**src/rtl/output_writeback_pkg.sv**
```systemverilog
// Shared types and width helpers for the output write-back block.
// Optional feature macro: OUTPUT_WRITEBACK_RELU_EN (clamps negative beats to zero at push).
package output_writeback_pkg;

    // Frame sequencing states.
    typedef enum logic [1:0] {
        IDLE    = 2'd0,
        COLLECT = 2'd1,
        DRAIN   = 2'd2,
        DONE    = 2'd3
    } wb_state_e;

    // Index width for a range 0..n-1, never narrower than one bit.
    function automatic int wb_idx_width(input int n);
        return (n > 1) ? $clog2(n) : 1;
    endfunction

    // Flat output-memory address width for a W x H x C feature map.
    function automatic int wb_addr_width(input int w, input int h, input int c);
        return wb_idx_width(w * h * c);
    endfunction

    // Default geometry of the accelerator output map.
    localparam int WB_DEF_DATA_WIDTH = 16;
    localparam int WB_DEF_WIDTH      = 128;
    localparam int WB_DEF_HEIGHT     = 128;
    localparam int WB_DEF_CHANNELS   = 2;
    localparam int WB_DEF_ADDR_WIDTH = wb_addr_width(WB_DEF_WIDTH, WB_DEF_HEIGHT, WB_DEF_CHANNELS);

    // One buffered beat at the default geometry: flat address plus data.
    typedef struct packed {
        logic [WB_DEF_ADDR_WIDTH-1:0] addr;
        logic [WB_DEF_DATA_WIDTH-1:0] data;
    } wb_entry_t;

endpackage

```
**src/rtl/output_writeback_fifo.sv**
```systemverilog
// Synchronous FIFO of write-back entries with registered storage.
// Pointers carry one extra wrap bit so full and empty are told apart without a counter.
// A push into a full FIFO is accepted when a pop happens in the same cycle; there is no
// empty-FIFO bypass, so a pushed entry becomes visible at the head one cycle later.
module writeback_fifo
    import output_writeback_pkg::*;
#(
    parameter type entry_t = wb_entry_t,
    parameter int  DEPTH   = 8
) (
    input  logic   clk,
    input  logic   rst,
    input  logic   push,
    input  entry_t push_data,
    input  logic   pop,
    output logic   full,
    output logic   empty,
    output entry_t head
);

    localparam int IW = $clog2(DEPTH);
    localparam int PW = IW + 1;

    logic [PW-1:0] wr_ptr_q, wr_ptr_d;
    logic [PW-1:0] rd_ptr_q, rd_ptr_d;
    entry_t        mem_q [DEPTH];
    logic          do_push;
    logic          do_pop;

    // Status flags and the head entry straight from the pointers.
    always_comb begin
        empty = (wr_ptr_q == rd_ptr_q);
        full  = (wr_ptr_q[PW-1] != rd_ptr_q[PW-1]) && (wr_ptr_q[IW-1:0] == rd_ptr_q[IW-1:0]);
        head  = mem_q[rd_ptr_q[IW-1:0]];
    end

    // Qualify requests and advance the pointers.
    always_comb begin
        // NOTE: every combinational output gets a default first so no path leaves it unassigned and no latch is inferred.
        wr_ptr_d = wr_ptr_q;
        rd_ptr_d = rd_ptr_q;
        do_pop   = pop && !empty;
        do_push  = push && (!full || do_pop);
        if (do_push) begin
            wr_ptr_d = wr_ptr_q + PW'(1);
        end
        if (do_pop) begin
            rd_ptr_d = rd_ptr_q + PW'(1);
        end
    end

    // Pointer registers, cleared by the synchronous reset.
    always_ff @(posedge clk) begin
        // NOTE: sequential state uses non-blocking assignments so every flop samples pre-edge values.
        if (rst) begin
            wr_ptr_q <= '0;
            rd_ptr_q <= '0;
        end else begin
            wr_ptr_q <= wr_ptr_d;
            rd_ptr_q <= rd_ptr_d;
        end
    end

    // Entry storage written at the tail slot.
    always_ff @(posedge clk) begin
        // NOTE: storage is not reset; equal pointers mark it empty and the top masks the head while empty.
        if (do_push) begin
            mem_q[wr_ptr_q[IW-1:0]] <= push_data;
        end
    end

endmodule

```
**src/rtl/output_writeback.sv**
```systemverilog
// Output write-back: buffers the accelerator output stream, maps (x,y,ch) to a flat
// address, writes each beat through a valid/ready memory port and counts one frame.
// Optional feature macro: OUTPUT_WRITEBACK_RELU_EN (negative data clamped to 0 at push).
module output_writeback
    import output_writeback_pkg::*;
#(
    parameter int DATA_WIDTH         = 16,
    parameter int FEATURE_MAP_WIDTH  = 128,
    parameter int FEATURE_MAP_HEIGHT = 128,
    parameter int OUTPUT_NB_CHANNELS = 2,
    parameter int FIFO_DEPTH         = 8
) (
    input  logic                                          clk,
    input  logic                                          rst,
    input  logic                                          start,
    input  logic [DATA_WIDTH-1:0]                         output_data,
    input  logic                                          output_valid,
    input  logic [wb_idx_width(FEATURE_MAP_WIDTH)-1:0]    output_x,
    input  logic [wb_idx_width(FEATURE_MAP_HEIGHT)-1:0]   output_y,
    input  logic [wb_idx_width(OUTPUT_NB_CHANNELS)-1:0]   output_ch,
    output logic                                          mem_we,
    input  logic                                          mem_ready,
    output logic [wb_addr_width(FEATURE_MAP_WIDTH, FEATURE_MAP_HEIGHT, OUTPUT_NB_CHANNELS)-1:0] mem_addr,
    output logic [DATA_WIDTH-1:0]                         mem_wdata,
    output logic                                          busy,
    output logic                                          frame_done,
    output logic                                          overflow
);

    localparam int AW    = wb_addr_width(FEATURE_MAP_WIDTH, FEATURE_MAP_HEIGHT, OUTPUT_NB_CHANNELS);
    localparam int TOTAL = FEATURE_MAP_WIDTH * FEATURE_MAP_HEIGHT * OUTPUT_NB_CHANNELS;
    localparam int CW    = $clog2(TOTAL + 1);
    localparam logic [CW-1:0] TOTAL_C = CW'(TOTAL);

    // Buffered beat at this instance's geometry.
    typedef struct packed {
        logic [AW-1:0]         addr;
        logic [DATA_WIDTH-1:0] data;
    } entry_t;

    wb_state_e     state_q, state_d;
    logic [CW-1:0] count_q, count_d;
    logic          overflow_q, overflow_d;

    entry_t        push_entry;
    entry_t        head;
    logic          fifo_full;
    logic          fifo_empty;
    logic          pop;
    logic          push_accept;

    // Flat address and (optionally rectified) data of the incoming beat.
    always_comb begin
        push_entry.addr = (AW'(output_ch) * AW'(FEATURE_MAP_HEIGHT) + AW'(output_y))
                          * AW'(FEATURE_MAP_WIDTH) + AW'(output_x);
`ifdef OUTPUT_WRITEBACK_RELU_EN
        push_entry.data = output_data[DATA_WIDTH-1] ? '0 : output_data;
`else
        push_entry.data = output_data;
`endif
    end

    // Write handshake and push qualification; a full FIFO still takes a beat when it pops.
    always_comb begin
        pop         = !fifo_empty && mem_ready;
        push_accept = (state_q == COLLECT) && output_valid && (!fifo_full || pop);
    end

    writeback_fifo #(
        .entry_t (entry_t),
        .DEPTH   (FIFO_DEPTH)
    ) u_fifo (
        .clk       (clk),
        .rst       (rst),
        .push      (push_accept),
        .push_data (push_entry),
        .pop       (pop),
        .full      (fifo_full),
        .empty     (fifo_empty),
        .head      (head)
    );

    // Frame sequencing, accepted-beat counting and drop detection.
    always_comb begin
        state_d    = state_q;
        count_d    = count_q;
        overflow_d = overflow_q;
        unique case (state_q)
            IDLE: begin
                if (start) begin
                    state_d    = COLLECT;
                    count_d    = '0;
                    overflow_d = 1'b0;
                end
            end
            COLLECT: begin
                if (push_accept && (count_q != TOTAL_C)) begin
                    count_d = count_q + CW'(1);
                end
                if (output_valid && fifo_full && !pop) begin
                    overflow_d = 1'b1;
                end
                if (count_d == TOTAL_C) begin
                    state_d = DRAIN;
                end
            end
            DRAIN: begin
                if (output_valid) begin
                    overflow_d = 1'b1;
                end
                // mem_we follows !empty, so an empty FIFO also means no write is pending.
                if (fifo_empty) begin
                    state_d = DONE;
                end
            end
            DONE: begin
                if (output_valid) begin
                    overflow_d = 1'b1;
                end
                state_d = IDLE;
            end
            default: begin
                state_d = IDLE;
            end
        endcase
    end

    // Control registers with synchronous reset.
    always_ff @(posedge clk) begin
        if (rst) begin
            state_q    <= IDLE;
            count_q    <= '0;
            overflow_q <= 1'b0;
        end else begin
            state_q    <= state_d;
            count_q    <= count_d;
            overflow_q <= overflow_d;
        end
    end

    // Output port view; head contents are masked while the FIFO is empty.
    always_comb begin
        mem_we     = !fifo_empty;
        mem_addr   = fifo_empty ? '0 : head.addr;
        mem_wdata  = fifo_empty ? '0 : head.data;
        busy       = (state_q != IDLE);
        frame_done = (state_q == DONE);
        overflow   = overflow_q;
    end

endmodule

```
**config.mk**
```make
export PLATFORM = sky130hd
export DESIGN_NAME = output_writeback
export DESIGN_NICKNAME = d
export VERILOG_FILES = /design/src/rtl/output_writeback_pkg.sv /design/src/rtl/output_writeback_fifo.sv /design/src/rtl/output_writeback.sv
export SDC_FILE = /design/constraint.sdc
export NUM_CORES = 1
export LEC_CHECK = 0
export CORE_MARGIN = 4
export CORE_UTILIZATION = 40
export DETAILED_ROUTE_END_ITERATION = 8
export GPL_TIMING_DRIVEN = 0
export PLACE_DENSITY = 0.61
export SLEW_MARGIN = 10
export SYNTH_ARGS = -nofsm -noshare
export SYNTH_HDL_FRONTEND = slang
export SYNTH_SLANG_ARGS = --single-unit
```
**constraint.sdc**
```tcl
create_clock -name clk -period 8.7 [get_ports clk]
set_input_delay 2.61 -clock clk [delete_from_list [all_inputs] [get_ports clk]]
set_output_delay 2.61 -clock clk [all_outputs]
set_load 0.02 [all_outputs]
```
==> impl_results.md, run 1 <==
* Main combinational cell family by area after synthesis: multiplexers
* Critical Path Source Type: register
* Mean instance size in the synthesized netlist at 17.5 um2
* Layout Cell Area excl Fill at 0.0140 mm2
* Number of cells in the design after placement at 1139
* Row cnt at 61
* Most crowded layer after global routing: met2
* Highest attainable clock frequency at 0.161 GHz
* Final count of hold timing violations at 0
* Count of flip-flops with a built-in enable after synthesis at around 250
* Diodes inserted at 0
* Classification of the worst setup path: register to output pin
* Startpoint of the lowest-slack register-to-register path: state_q[1]$_SDFFE_PP0P_
* Synthesized instance count at 652
* Cell type of the slowest stage on the worst timing path: sky130_fd_sc_hd__clkdlybuf4s50_1
* Max cap viols at 0
* 1st-pass router iterations at 5
* Required time of the critical path at 6.09 ns
* Fraction of synthesized area in multiplexers at 0.157
* Part of the cycle the worst path needs at 0.716
* Share of total power in sequential cells at 0.411
* Primary FF master, synth: sky130_fd_sc_hd__edfxtp_1
* Data arrival at the endpoint of the critical path at between 3 and 4 ns
* Max incr delay on CP at ~0.58 ns
* Sw Share at 0.278
* Leading post-synthesis cells by instance count: sky130_fd_sc_hd__edfxtp_1, sky130_fd_sc_hd__nor2_1, sky130_fd_sc_hd__mux4_2, sky130_fd_sc_hd__mux2i_1, sky130_fd_sc_hd__dfxtp_1
* Global-route wire length before repair at slightly below 40000 um
* Worst Clk Skew at between 0.015 and 0.02 ns
* Insertion delay to the later sink of the worst-skew pair at 0.54 ns
* Worst hold path class: register to register
* Gate family responsible for the most delay along the worst path: buffers and inverters
* Post-Synth Simple-Gate Area at 0.0622
* Compound-gate portion of the synthesized area at 0.0330
* Die outline area at 0.0313 mm2
* Fraction of the core area covered by cells at the end of the flow at 0.499
* List of cells traversed by the critical path: buf_6 -> xor2_2 -> nor3_4 -> and2_2 -> clkbuf_1 -> clkbuf_1 -> nor2_1 -> clkdlybuf4s50_1
* Die outline height at about 180 um
* Kind of end point of the critical path: output pin
* Drt wl/cell at 21.1 um
* Final antenna-violating net count at 0
* Count of unresolved DRC violations after routing at 0
* Largest net degree at the start of global routing at 18
* Via total after detailed routing at 6251
* Met1 Track Usage GR at 0.201
* Cell at the root of the clock tree: sky130_fd_sc_hd__clkbuf_16
* TritonCTS buffer count at 29
* Final critical delay including setup and external delays at 6.23 ns
* Placed standard-cell area at about 0.013 mm2
* Post-synthesis share of cell area spent on xor and xnor gates at 0.0150
* Post-CTS Setup Repair Bufs at 0
* Crit Path Max Fanout at 10
* Via count normalized by instance count at 5.24
* Cts hold-fix bufs at 0
* Number of DRC markers in iteration 0 at 461
* Clock slew at the register clock pins of the worst setup and hold paths at around 0.06 ns
* Launch point of the worst hold path: overflow$_SDFFE_PP0P_
* Final routed wirelength across all metal layers at 25200 um
* GR met3 Demand/Resource at 0.0286
* Library cell with the highest instance count after synthesis: sky130_fd_sc_hd__edfxtp_1
* Overall Global Routing Usage at 0.162
* Final #Nets at 837
* Sequential cell area fraction in the yosys report at 0.705
* Number of storage elements in the synthesis netlist at 278
* Rel. slew slack at 0.331
* Worst path most repeated cell: sky130_fd_sc_hd__clkbuf_1
* Max H-tree Level at 1
* I/O pins at 71
* CTS-repair resized insts at 0
* Routing usage on met2 at 0.298
* Power share of the combinational group at 0.252
* Result of the run: finished clean
* Cell types occupying the most area after synthesis: sky130_fd_sc_hd__edfxtp_1, sky130_fd_sc_hd__mux4_2, sky130_fd_sc_hd__dfxtp_1, sky130_fd_sc_hd__mux2i_1, sky130_fd_sc_hd__nor2_1
* GRT Residual Overflow at 0
* Number of port buffers at 70
* Area fraction of the dominant cell type after synthesis at 0.653
* Synthesized cell area at 0.0114 mm2
* Cell accounting for the most synthesized area: sky130_fd_sc_hd__edfxtp_1
* TritonCTS clock tree: yes
* Area growth from synthesis to layout at 22.3%
* Via count of the first global-routing pass at 6698
* Number of sinks handled by clock tree synthesis at 278
* Cell Count, Final, Fillers Out at 1192
* Worst Max-Slew Pin Slew at 1.00 ns
* Setup TNS at 0 ns
* Cell-internal power at 2.68 mW
* Die W at 177 um
* Net count after synthesis at approximately 700
* Setup repair after global routing missed its margin: false
* Fraction of the mapped netlist area in adder cells at 0.00987
* Overall Power at 3.71 mW
* Antenna violations before repair at 2
* Initial cell density of the core at 0.408
* Max-slew violation count at 0
* Relative contribution of the clock network to total power at 0.338
* Total number of yosys warnings at 0
* Crit path buffers/inverters at 4
* Fraction of final layout cells sized beyond drive strength 1 at 0.216
* Maximum ir drop on the vdd rail at approximately 0.00015 V
* Weighted congestion at the end of routability-driven global placement at 0.831
* Post-DP HPWL at 17400 um
* Power per standard cell area at ~270 mW/mm2
* Post-synth ARST share at 0
* Placeable core region at 0.0279 mm2
* Crit path launch: u_fifo.wr_ptr_q[1]$_SDFFE_PP0P_
* Count of cell types in the netlist at 51
* Setup-violating endpoint count in the final report at 0
* Static Leakage at 4.41 nW
* Worst-case clock buffer depth at 3
* Net Sw Power at 1.03 mW
layout by cell type, fill, tap and decap left out, types with 9 or more instances in the layout:
| cell | Yosys | final |
|---|---|---|
| sky130_fd_sc_hd__edfxtp_1 | 248 | 248 |
| sky130_fd_sc_hd__clkdlybuf4s50_1 | 0 | 70 |
| sky130_fd_sc_hd__mux4_2 | 62 | 62 |
| sky130_fd_sc_hd__nor2_1 | 63 | 62 |
| sky130_fd_sc_hd__mux2i_1 | 36 | 36 |
| sky130_fd_sc_hd__dfxtp_1 | 30 | 30 |
| sky130_fd_sc_hd__nand2_1 | 29 | 29 |
| sky130_fd_sc_hd__clkbuf_16 | 0 | 29 |
| sky130_fd_sc_hd__buf_4 | 1 | 28 |
| sky130_fd_sc_hd__clkbuf_1 | 19 | 22 |
| sky130_fd_sc_hd__a21oi_1 | 19 | 19 |
| sky130_fd_sc_hd__o21ai_0 | 13 | 13 |
| sky130_fd_sc_hd__buf_6 | 2 | 12 |
| sky130_fd_sc_hd__xnor2_1 | 10 | 10 |
| sky130_fd_sc_hd__buf_1 | 10 | 10 |
| sky130_fd_sc_hd__ha_1 | 9 | 9 |
through the flow:
stage | setup slack (ns) | hold slack (ns)
after floorplan | 1.97 | 0.483
after global placement | -2.43 | 0.491
after detailed placement | 2.97 | 0.497
after CTS | 2.41 | 0.517
after global routing | 2.31 | 0.548
final | 2.47 | 0.505
layout make-up:
class / instances / area, um2
multi-input combinational: 329 / 3210
clock buffer: 32 / 737
sequential: 278 / 8050
tap: 378 / 473
fill: 2314 / 14000
clock inverter: 21 / 236
buffer: 37 / 173
inverter: 8 / 30.0
timing repair buffer: 109 / 1050
state kept, by name (all words and copies together) (netlist names), named ones only:
| name | count |
|---|---|
| count_q | 16 |
| overflow | 1 |
| state_q | 2 |
| u_fifo.mem_q | 248 |
| u_fifo.rd_ptr_q | 4 |
| u_fifo.wr_ptr_q | 4 |
worst reg2reg max path, cell delays in order, from the launching register on:
cell,delay [ns]
sky130_fd_sc_hd__dfxtp_1,0.35
sky130_fd_sc_hd__inv_1,0.11
sky130_fd_sc_hd__ha_1,0.14
sky130_fd_sc_hd__buf_2,0.18
sky130_fd_sc_hd__nand2_1,0.19
sky130_fd_sc_hd__a21oi_1,0.23
sky130_fd_sc_hd__buf_2,0.28
sky130_fd_sc_hd__nand2_1,0.22
sky130_fd_sc_hd__nor3b_2,0.83
sky130_fd_sc_hd__buf_4,0.31
sky130_fd_sc_hd__buf_6,0.17
final timing paths:
| kind | to | slack (ns) | cells after the start |
|---|---|---|---|
| worst max register to register | u_fifo.mem_q[5][1]$_DFFE_PP_ | 5.39 | 10 |
| worst min register to register | overflow$_SDFFE_PP0P_ | 0.50 | 2 |
| worst min-delay path | overflow$_SDFFE_PP0P_ | 0.50 | 2 |
| worst max-delay path | mem_wdata[15] | 2.47 | 8 |
power by group through the flow:
| stage | Sequential [mW] | Combinational (mW) | Clock (mW) |
|---|---|---|---|
| floorplan | 1.55 | 0.583 | 0 |
| global placement | 1.55 | 0.918 | 0 |
| detailed placement | 1.55 | 0.949 | 0 |
| CTS | 1.52 | 0.954 | 1.28 |
| global route | 1.52 | 1.02 | 1.34 |
| finish | 1.52 | 0.933 | 1.25 |
kinds of logic (layout without fill, tap and decap cells):
kind of cell | after synthesis | after routing
adders and majority gates | 9 | 9
DFF | 278 | 278
xor gates and xnor gates | 17 | 17
and+or+nand+nor | 147 | 147
muxes | 100 | 100
AOI/OAI and AO/OA | 56 | 56
buffers and inverters | 45 | 207
layer usage:
| metal | routed length [um] | vias to the layer above |
|---|---|---|
| li1 | - | 2863 |
| met1 | 10200 | 3209 |
| met2 | 13400 | 141 |
| met3 | 1190 | 34 |
| met4 | 352 | 4 |
| met5 | 27 | - |
Note: power is estimated with default switching activity, not from simulation.
==> run 2, diff against run 1 <==
--- a/config.mk
+++ b/config.mk
@@ -9,7 +9,7 @@
 export CORE_UTILIZATION = 40
 export DETAILED_ROUTE_END_ITERATION = 8
 export GPL_TIMING_DRIVEN = 0
-export PLACE_DENSITY = 0.61
+export PLACE_DENSITY = 0.64
 export SLEW_MARGIN = 10
 export SYNTH_ARGS = -nofsm -noshare
 export SYNTH_HDL_FRONTEND = slang
==> constraint.sdc (replaced) <==
create_clock -name clk -period 5.55 [get_ports clk]
set_input_delay 1.665 -clock clk [delete_from_list [all_inputs] [get_ports clk]]
set_output_delay 1.665 -clock clk [all_outputs]
set_load 0.02 [all_outputs]
==> run 2 against run 1 <==
Compared with the run above:
- hold slack gained 0.0012 ns
- via count down 0.53%
- power rose by 50%
- combinational power increased by 55%
- sequential cell count unchanged
- core utilization is 0.54 points lower
- count of clock-buffer cells in the layout grew 4
- clock power grew 38%
==> impl_results.md, run 2 (synthesis results as in run 1) <==
* Launch point of the worst hold path: overflow$_SDFFE_PP0P_
* Weighted congestion at the end of routability-driven global placement at 0.829 (-0.26%)
* Die outline area at 0.0313 mm2 (unchanged)
* Max-slew violation count at 0 (unchanged)
* Commonest cells after routing, fill and taps aside: sky130_fd_sc_hd__edfxtp_1, sky130_fd_sc_hd__clkdlybuf4s50_1, sky130_fd_sc_hd__mux4_2, sky130_fd_sc_hd__nor2_1, sky130_fd_sc_hd__mux2i_1
* Number of filler instances in the final layout at 2333 (+0.82%)
* Cts hold-fix bufs at 0 (unchanged)
* Worst setup slack before clock tree synthesis at 0.689 ns (-2.28 ns)
* Diodes inserted at 0 (unchanged)
* Antenna violations before repair at 2 (unchanged)
* Post-CTS Setup Repair Bufs at 0 (unchanged)
* Final critical delay including setup and external delays at 5.12 ns
* Static Leakage at 4.29 nW (-2.6%)
* Required time of the critical path at 3.88 ns (-2.21 ns)
* Highest attainable clock frequency at 0.195 GHz
* Clock slew at the register clock pins of the worst setup and hold paths at 0.06 ns (about the same)
* Crit Path Max Fanout at 10 (unchanged)
* Final #Nets at 827 (-1.2%)
* Row cnt at 61 (unchanged)
* Fraction of the core area covered by cells at the end of the flow at 0.494 (-0.00542)
* Post-DP HPWL at 16100 um (-7.8%)
* Area growth from synthesis to layout at 20.9%
* Worst-case clock buffer depth at 3 (unchanged)
* Data arrival at the endpoint of the critical path at 3.45 ns (-0.17 ns)
* Part of the cycle the worst path needs at 0.922
* Maximum ir drop on the vdd rail at 0.000256 V (+71%)
* Final count of hold timing violations at 0 (unchanged)
* Drt wl/cell at 20.7 um (-2.1%)
* GR met3 Demand/Resource at 0.0308 (+0.00214)
* I/O pins at 71 (unchanged)
* Final antenna-violating net count at 0 (unchanged)
* Insertion delay to the later sink of the worst-skew pair at 0.54 ns (about the same)
* Max H-tree Level at 1 (unchanged)
* Number of port buffers at 70 (unchanged)
* Most common cell after layout, fill and taps aside: sky130_fd_sc_hd__edfxtp_1
* TritonCTS buffer count at 28 (-3.4%)
* Placeable core region at 0.0279 mm2 (unchanged)
* Startpoint of the lowest-slack register-to-register path: state_q[1]$_SDFFE_PP0P_
* Fraction of final layout cells sized beyond drive strength 1 at 0.197 (-0.0192)
* Via count normalized by instance count at 5.27 (+0.48%)
* Critical Path Source Type: register
* Setup repair after global routing missed its margin: false
* Flip-flop count of the largest register, all copies and words added at 248 (unchanged)
* Via total after detailed routing at 6218 (-0.53%)
* Kind of end point of the critical path: output pin
* Worst Max-Slew Pin Slew at 1.01 ns (+0.00155 ns)
* Worst hold path class: register to register
* Result of the run: finished clean
* Initial cell density of the core at 0.408 (unchanged)
* Via count of the first global-routing pass at 6239 (-6.9%)
* Final routed wirelength across all metal layers at 24400 um (-3.1%)
* Routing usage on met2 at 0.252 (-0.0457)
* Power per standard cell area at 403 mW/mm2 (+52%)
* Max cap viols at 0 (unchanged)
* Setup-violating endpoint count in the final report at 0 (unchanged)
* Global-route wire length before repair at 37700 um (-2.7%)
* Met1 Track Usage GR at 0.227 (+0.0265)
* GRT Residual Overflow at 0 (unchanged)
* Die W at 177 um (unchanged)
* TritonCTS clock tree: yes
* Die outline height at 177 um (unchanged)
* Overall Global Routing Usage at 0.157 (-0.00471)
* Crit path launch: u_fifo.wr_ptr_q[1]$_SDFFE_PP0P_
* Cell at the root of the clock tree: sky130_fd_sc_hd__clkbuf_16
* Post-route worst setup slack at 0.431 ns (-2.04 ns)
* Worst Clk Skew at 0.0133 ns (-0.00177 ns)
* Most crowded layer after global routing: met2
* Largest net degree at the start of global routing at 18 (unchanged)
* Count of unresolved DRC violations after routing at 0 (unchanged)
* Number of DRC markers in iteration 0 at 590 (+28%)
* Rel. slew slack at 0.330 (-0.00103)
* Number of sinks handled by clock tree synthesis at 278 (unchanged)
* Classification of the worst setup path: register to output pin
* CTS-repair resized insts at 0 (unchanged)
* 1st-pass router iterations at 5 (unchanged)
[run 2: cell types whose count changed in the layout (fill, tap and decap cells not counted), sizes merged]
cell,previous run,this run
clkinv,12,11
buf,56,47
bufinv,5,1
clkbuf,52,56
inv,11,9
[run 2: metal layers]
layer	vias up	wire [um]	share of wire
li1	2833	-	-
met1	3171	10900	0.45
met2	167	11500	0.47
met3	43	1470	0.060
met4	4	439	0.018
met5	-	27	0.0011
[run 2: metrics by stage]
step	instances	instance area (um2)	power, mW	setup TNS, ns	hold WS, ns
5_1_grt	1180	13800	5.85	0	0.542
4_1_cts	1180	13800	5.63	0	0.517
2_1_floorplan	652	11400	3.35	0	0.483
3_3_place_gp	1100	12600	3.88	-551.68	0.502
3_5_place_dp	1130	13000	3.91	0	0.498
6_report	1180	13800	5.56	0	0.506
[run 2: layout make-up]
| cell class | count | area (um2) | share of cell area |
|---|---|---|---|
| tap | 378 | 473 | 0.0343 |
| clock inverter | 14 | 104 | 0.00752 |
| buffer | 37 | 173 | 0.0125 |
| clock buffer | 36 | 731 | 0.0529 |
| timing repair buffer | 100 | 1020 | 0.0738 |
| sequential | 278 | 8050 | 0.583 |
| multi-input combinational | 329 | 3220 | 0.234 |
| inverter | 8 | 30.0 | 0.00218 |
[run 2: report_power, final]
part           switching, mW  internal [mW]  leakage (nW)
clock                  0.751          0.973         0.403
combinational          0.803          0.649          1.41
sequential            0.0279           2.36          2.48
total                   1.58           3.98          4.29
[run 2: critical path: stages, from the launching register on]
cell                              delay, ns
sky130_fd_sc_hd__dfxtp_1               0.32
sky130_fd_sc_hd__buf_6                 0.15
sky130_fd_sc_hd__xor2_2                0.19
sky130_fd_sc_hd__nor3_4                0.47
sky130_fd_sc_hd__and2_2                0.24
sky130_fd_sc_hd__clkbuf_1              0.26
sky130_fd_sc_hd__clkbuf_1              0.52
sky130_fd_sc_hd__nor2_1                0.19
sky130_fd_sc_hd__clkdlybuf4s50_1       0.58
[run 2: final timing paths]
| kind | end | slack (ns) | cells past startpoint |
|---|---|---|---|
| max | mem_wdata[15] | 0.43 | 8 |
| min | overflow$_SDFFE_PP0P_ | 0.51 | 2 |
| max reg2reg | u_fifo.mem_q[5][12]$_DFFE_PP_ | 2.17 | 12 |
| min reg2reg | overflow$_SDFFE_PP0P_ | 0.51 | 2 |
